## src/rtl/key_conditioner_pkg.sv

```systemverilog
// Shared definitions for the push-button conditioning front end:
// per-key debounce state encoding and the default 50 MHz cycle constants.
package key_conditioner_pkg;

    typedef enum logic [1:0] {
        RELEASED     = 2'd0,
        PRESS_PEND   = 2'd1,
        PRESSED      = 2'd2,
        RELEASE_PEND = 2'd3
    } key_state_e;

    // 10 ms debounce window and 1 s long-press threshold at 50 MHz
    localparam int DEF_DEBOUNCE_CYCLES = 500000;
    localparam int DEF_HOLD_CYCLES     = 50000000;

endpackage

```

## src/rtl/key_debounce_fsm.sv

```systemverilog
// One key: 2-flop synchronizer, debounce FSM sharing a single counter for
// the debounce window and the long-press timer, registered event pulses.
module key_debounce_fsm
    import key_conditioner_pkg::*;
#(
    parameter int DEBOUNCE_CYCLES = DEF_DEBOUNCE_CYCLES,
    parameter int HOLD_CYCLES     = DEF_HOLD_CYCLES
) (
    input  logic i_clk,
    input  logic i_rst,
    input  logic i_key_n,
    output logic o_level,
    output logic o_press,
    output logic o_release,
    output logic o_hold
);

    localparam int CW = $clog2(HOLD_CYCLES + 1);
    localparam logic [CW-1:0] DEB_MAX  = CW'(DEBOUNCE_CYCLES);
    localparam logic [CW-1:0] HOLD_MAX = CW'(HOLD_CYCLES);
    localparam logic [CW-1:0] ONE      = CW'(1);

    logic          r_sync1;
    logic          r_sync2;
    logic          w_s;
    key_state_e    r_state;
    key_state_e    w_state_next;
    logic [CW-1:0] r_cnt;
    logic [CW-1:0] w_cnt_next;
    logic          w_press;
    logic          w_release;
    logic          w_hold;
    logic          w_level;
    logic          r_level;
    logic          r_press;
    logic          r_release;
    logic          r_hold;

    assign w_s = ~r_sync2;

    // Synchronizer resets to "released" so a held key after reset is seen as a fresh press
    always_ff @(posedge i_clk or posedge i_rst) begin
        if (i_rst) begin
            r_sync1 <= 1'b1;
            r_sync2 <= 1'b1;
        end else begin
            r_sync1 <= i_key_n;
            r_sync2 <= r_sync1;
        end
    end

    always_comb begin
        w_state_next = r_state;
        w_cnt_next   = r_cnt;
        w_press      = 1'b0;
        w_release    = 1'b0;
        w_hold       = 1'b0;
        unique case (r_state)
            RELEASED: begin
                if (w_s) begin
                    w_state_next = PRESS_PEND;
                    w_cnt_next   = ONE;
                end else begin
                    w_cnt_next   = '0;
                end
            end
            PRESS_PEND: begin
                if (!w_s) begin
                    w_state_next = RELEASED;
                    w_cnt_next   = '0;
                end else if (r_cnt == DEB_MAX) begin
                    w_state_next = PRESSED;
                    w_cnt_next   = '0;
                    w_press      = 1'b1;
                end else begin
                    w_cnt_next   = r_cnt + ONE;
                end
            end
            PRESSED: begin
                if (!w_s) begin
                    w_state_next = RELEASE_PEND;
                    w_cnt_next   = ONE;
                end else if (r_cnt != HOLD_MAX) begin
                    // Saturates at HOLD_MAX, so the long-press pulse fires once
                    w_cnt_next   = r_cnt + ONE;
                    w_hold       = (r_cnt == HOLD_MAX - ONE);
                end
            end
            RELEASE_PEND: begin
                if (w_s) begin
                    w_state_next = PRESSED;
                    w_cnt_next   = '0;
                end else if (r_cnt == DEB_MAX) begin
                    w_state_next = RELEASED;
                    w_cnt_next   = '0;
                    w_release    = 1'b1;
                end else begin
                    w_cnt_next   = r_cnt + ONE;
                end
            end
            default: begin
                w_state_next = RELEASED;
                w_cnt_next   = '0;
            end
        endcase
    end

    assign w_level = (w_state_next == PRESSED) || (w_state_next == RELEASE_PEND);

    always_ff @(posedge i_clk or posedge i_rst) begin
        if (i_rst) begin
            r_state   <= RELEASED;
            r_cnt     <= '0;
            r_level   <= 1'b0;
            r_press   <= 1'b0;
            r_release <= 1'b0;
            r_hold    <= 1'b0;
        end else begin
            r_state   <= w_state_next;
            r_cnt     <= w_cnt_next;
            r_level   <= w_level;
            r_press   <= w_press;
            r_release <= w_release;
            r_hold    <= w_hold;
        end
    end

    assign o_level   = r_level;
    assign o_press   = r_press;
    assign o_release = r_release;
    assign o_hold    = r_hold;

endmodule

```

## src/rtl/key_conditioner.sv

```systemverilog
// Board push-button front end: one independent debounce channel per
// active-low KEY_N input, producing clean levels and event pulses.
module key_conditioner
    import key_conditioner_pkg::*;
#(
    parameter int N_KEYS          = 2,
    parameter int DEBOUNCE_CYCLES = DEF_DEBOUNCE_CYCLES,
    parameter int HOLD_CYCLES     = DEF_HOLD_CYCLES
) (
    input  logic              CLK_50MHZ,
    input  logic              RST,
    input  logic [N_KEYS-1:0] KEY_N,
    output logic [N_KEYS-1:0] KEY_LEVEL,
    output logic [N_KEYS-1:0] KEY_PRESS,
    output logic [N_KEYS-1:0] KEY_RELEASE,
    output logic [N_KEYS-1:0] KEY_HOLD
);

    for (genvar g = 0; g < N_KEYS; g++) begin : g_key
        key_debounce_fsm #(
            .DEBOUNCE_CYCLES (DEBOUNCE_CYCLES),
            .HOLD_CYCLES     (HOLD_CYCLES)
        ) u_key (
            .i_clk     (CLK_50MHZ),
            .i_rst     (RST),
            .i_key_n   (KEY_N[g]),
            .o_level   (KEY_LEVEL[g]),
            .o_press   (KEY_PRESS[g]),
            .o_release (KEY_RELEASE[g]),
            .o_hold    (KEY_HOLD[g])
        );
    end

endmodule

```

## config.mk

```make
export PLATFORM = sky130hd
export DESIGN_NAME = key_conditioner
export DESIGN_NICKNAME = d
export VERILOG_FILES = /design/src/rtl/key_conditioner_pkg.sv /design/src/rtl/key_debounce_fsm.sv /design/src/rtl/key_conditioner.sv
export SDC_FILE = /design/constraint.sdc
export NUM_CORES = 1
export LEC_CHECK = 0
export ABC_AREA = 1
export ABC_CLOCK_PERIOD_IN_PS = 5400
export BUFFER_PORTS_ARGS = -buffer_cell sky130_fd_sc_hd__buf_2
export CORE_ASPECT_RATIO = 0.9
export CORE_MARGIN = 2
export CORE_UTILIZATION = 67
export CTS_CLUSTER_DIAMETER = 60
export DETAILED_ROUTE_END_ITERATION = 6
export PLACE_DENSITY_LB_ADDON = 0.15
export SYNTH_ARGS = -nofsm -noshare
export SYNTH_HDL_FRONTEND = slang
export SYNTH_SLANG_ARGS = --single-unit
```

## constraint.sdc

```tcl
create_clock -name CLK_50MHZ -period 5.4 [get_ports CLK_50MHZ]
set_input_delay 1.08 -clock CLK_50MHZ [delete_from_list [all_inputs] [get_ports CLK_50MHZ]]
set_output_delay 1.08 -clock CLK_50MHZ [all_outputs]
set_load 0.005 [all_outputs]
```

==> results.md <==
* Root Driver: clkbuf_8
* Comb pwr share at 3.9%
* Final setup TNS at 0 ns
* Hold WS at 0.358 ns
* Total Routed Length at 8.56 mm
* Cell count along the critical path at 11
* Initial core utilization at 70.1%
* Slowest cell on the critical path: dfrtp_1
* Hold_sp: g_key[1].u_key.r_sync1
* Antenna violations before repair at 0
* Synth Register Bits at 68
* Num CTS Buffers at 9
* First-pass GRT wire length at 14.5 mm
* Avg WL per Cell at 13.6 um
* Max Slew Vio Count at 0
* Crit Path Category: reg -> reg
* Fin crit period at 1.99 ns
* WL met3 at 703 um
* Yosys cell types at 32
* Critical Path Source: g_key[0].u_key.r_cnt[0]
* Most frequent cells in the layout: nor2_1 (125), nand2_1 (121), inv_1 (66), dfrtp_1 (64), nand3_1 (31)
* Avg Vias per Cell at 5.52
* # port buffers at 11
* Fin crit share at 36.9%
* Tightest Pin Transition at 0.821 ns
* Highest Signal Layer: met4
* Vias at 3472
* Layout Skew at 0.0128 ns
* Leakage at 1.80 nW
* RSZ-0062 raised after global routing: false
* Die width at 85.8 um
* Buffer and inverter count on the worst path at 3
* Initial DRT Pass Iterations at 5
* Commonest non-fill, non-tap cell in the layout: nor2_1
* # clock sinks at 68
* Largest net degree at the start of global routing at 69
* Max Root-Sink Buffers at 2
* # nets final at 562
* Post-CTS resize count at 0
* Delay-heaviest family, CP: simple AND/OR/NAND/NOR gates
* Slew headroom at 45.2%
* Gr usage total at 28.0%
* Sw frac at 25.2%
* Asr flop ratio synth at 100%
* Layout cells sized above 1 at 9.84%
* Chip height at 77.7 um
* Largest stage delay on the critical path at 0.43 ns
* PD cells at 225 mW/mm^2
* Reg power frac at 54.3%
* Clock Pin Slew Worst Setup and Hold Paths at 0.08 ns
* NetSw at 241 uW
* Routed Antenna Nets at 0
* Internal power at 715 uW
* CTS tree: yes
* Detailed placement HPWL at 6.26 mm
* Core area at 0.00576 mm^2
* WL met2 at 3.53 mm
* Final setup viols at 0
* Clock power frac at 41.8%
* Antenna cells at 0
* CP startpoint kind: register
* Endpoint type of the worst setup path: register
* Worst Path Max Fanout at 20
* Max-cap violations at 0
* Avg Cell Area, Syn at 7.40 um^2
* Syn_nets at 554
* Hold buffers post-CTS at 0
* Reg2reg path depth at 11
* Final Hold Viols at 0
* Predominant post-synthesis flop cell: dfrtp_1
* Peak Freq at 0.502 GHz
* Cells after Synth at 546
* Post CTS Setup Buffer Count at 0
* Worst hold stages at 0
* Worst Path Arrival at 2.22 ns
* # IOs at 12
* Crit-path cells: inv_1 > ha_1 > nand3_1 > inv_1 > nand2_1 > nor2_1 > nand2_1 > nand3_2 > nand2_2 > inv_2 > nor2_1
* Area Overhead vs Synth at 5.36%
* Worst-Skew Late Latency at 0.36 ns
* FF-to-FF Start: g_key[0].u_key.r_cnt[0]
* Worst Path Required at 5.63 ns
* Die area at 0.00667 mm^2
* Vias in the first global route at 3151
* Residual DRC count at 0
* Worst VDD drop at 215 uV
* EDFF count, synth at 0
* Synth Warn # at 0
* H-tree depth at 3
* Routability Congestion at 0.962
* Status: completed
* Netlist Area Pre-Place at 0.00404 mm^2
* Row Count at 26
* Worst Hold Class: reg -> reg
* Iteration-0 DRC Markers at 312
* M1 wire length at 4.20 mm
* Total grt overflow at 0
* Sequential fraction of the synthesis area at 42.3%
## sequential cells by signal (all words and copies together) (netlist names)
signal	flops
g_key.u_key.r_sync1	2
g_key.u_key.r_sync2	2
g_key.u_key.o_release	2
g_key.u_key.r_cnt	52
g_key.u_key.o_press	2
g_key.u_key.o_level	2
g_key.u_key.o_hold	2
g_key.u_key.r_state	4
## stage by stage
stage,setup WS (ns),std cells,power [mW],util (%),cell area (um^2)
3_5_place_dp,3.46,613,0.567,70.6,4070
5_1_grt,3.18,629,0.986,73.9,4260
2_1_floorplan,2.62,546,0.559,-,4040
6_report,3.41,629,0.956,73.9,4260
3_3_place_gp,3.48,613,0.565,70.6,4070
4_1_cts,3.44,629,0.961,73.9,4260
## logic make-up (layout without fill, tap and decap cells)
family                   after synthesis  count (layout)  share of synthesized area [%]
AO/OA/AOI/OAI                         17              17                           2.45
XOR/XNOR                              35              35                           7.59
adder cells (fa/ha/maj)                4               4                           1.24
buffers and inverters                 84              97                           9.42
flip-flops                            68              68                           42.3
AND/OR/NAND/NOR                      338             338                           37.1
## power by group through the flow
stage	sequential, mW	combinational [mW]	clock [mW]
after global placement	0.529	0.0360	0
after CTS	0.519	0.0377	0.404
after global routing	0.520	0.0437	0.423
after floorplan	0.528	0.0309	0
after detailed placement	0.529	0.0375	0
final	0.519	0.0370	0.400
## per-layer routing
layer	global-route usage (%)	vias up
met5	0	-
met4	10.0	0
met3	7.55	17
met2	38.3	137
met1	42.6	1598
li1	-	1720
## layout make-up
cell class              count  area (um^2)
clock buffers              11          151
inverters                  69          259
flip-flops and latches     68         1710
fillers                   452         1500
well taps                  70         87.6
multi-input cells         394         1950
repair buffers             12         62.6
clock inverters             5         36.3
## synth_stat cells (all sizes together), types with 5 or more instances
cell type,n,share of area (%)
a21oi,5,0.62
nor3,20,3.4
nor2,131,13
xnor2,6,1.3
inv,69,6.4
o21ai,10,1.5
nand2,124,12
nand4,20,3.1
buf,14,2.9
xor2,29,6.3
dfrtp,64,40
nand3,34,4.6
## worst paths after layout
check / endpoint / slack, ns
min in group asynchronous: g_key[0].u_key.r_cnt[5] / 0.97
max: g_key[0].u_key.r_cnt[17] / 3.41
max reg2reg: g_key[0].u_key.r_cnt[17] / 3.41
min: g_key[1].u_key.r_sync2 / 0.36
max in group asynchronous: g_key[0].u_key.r_cnt[19] / 3.91
min reg2reg: g_key[1].u_key.r_sync2 / 0.36
(Power assumes the default switching activity.)
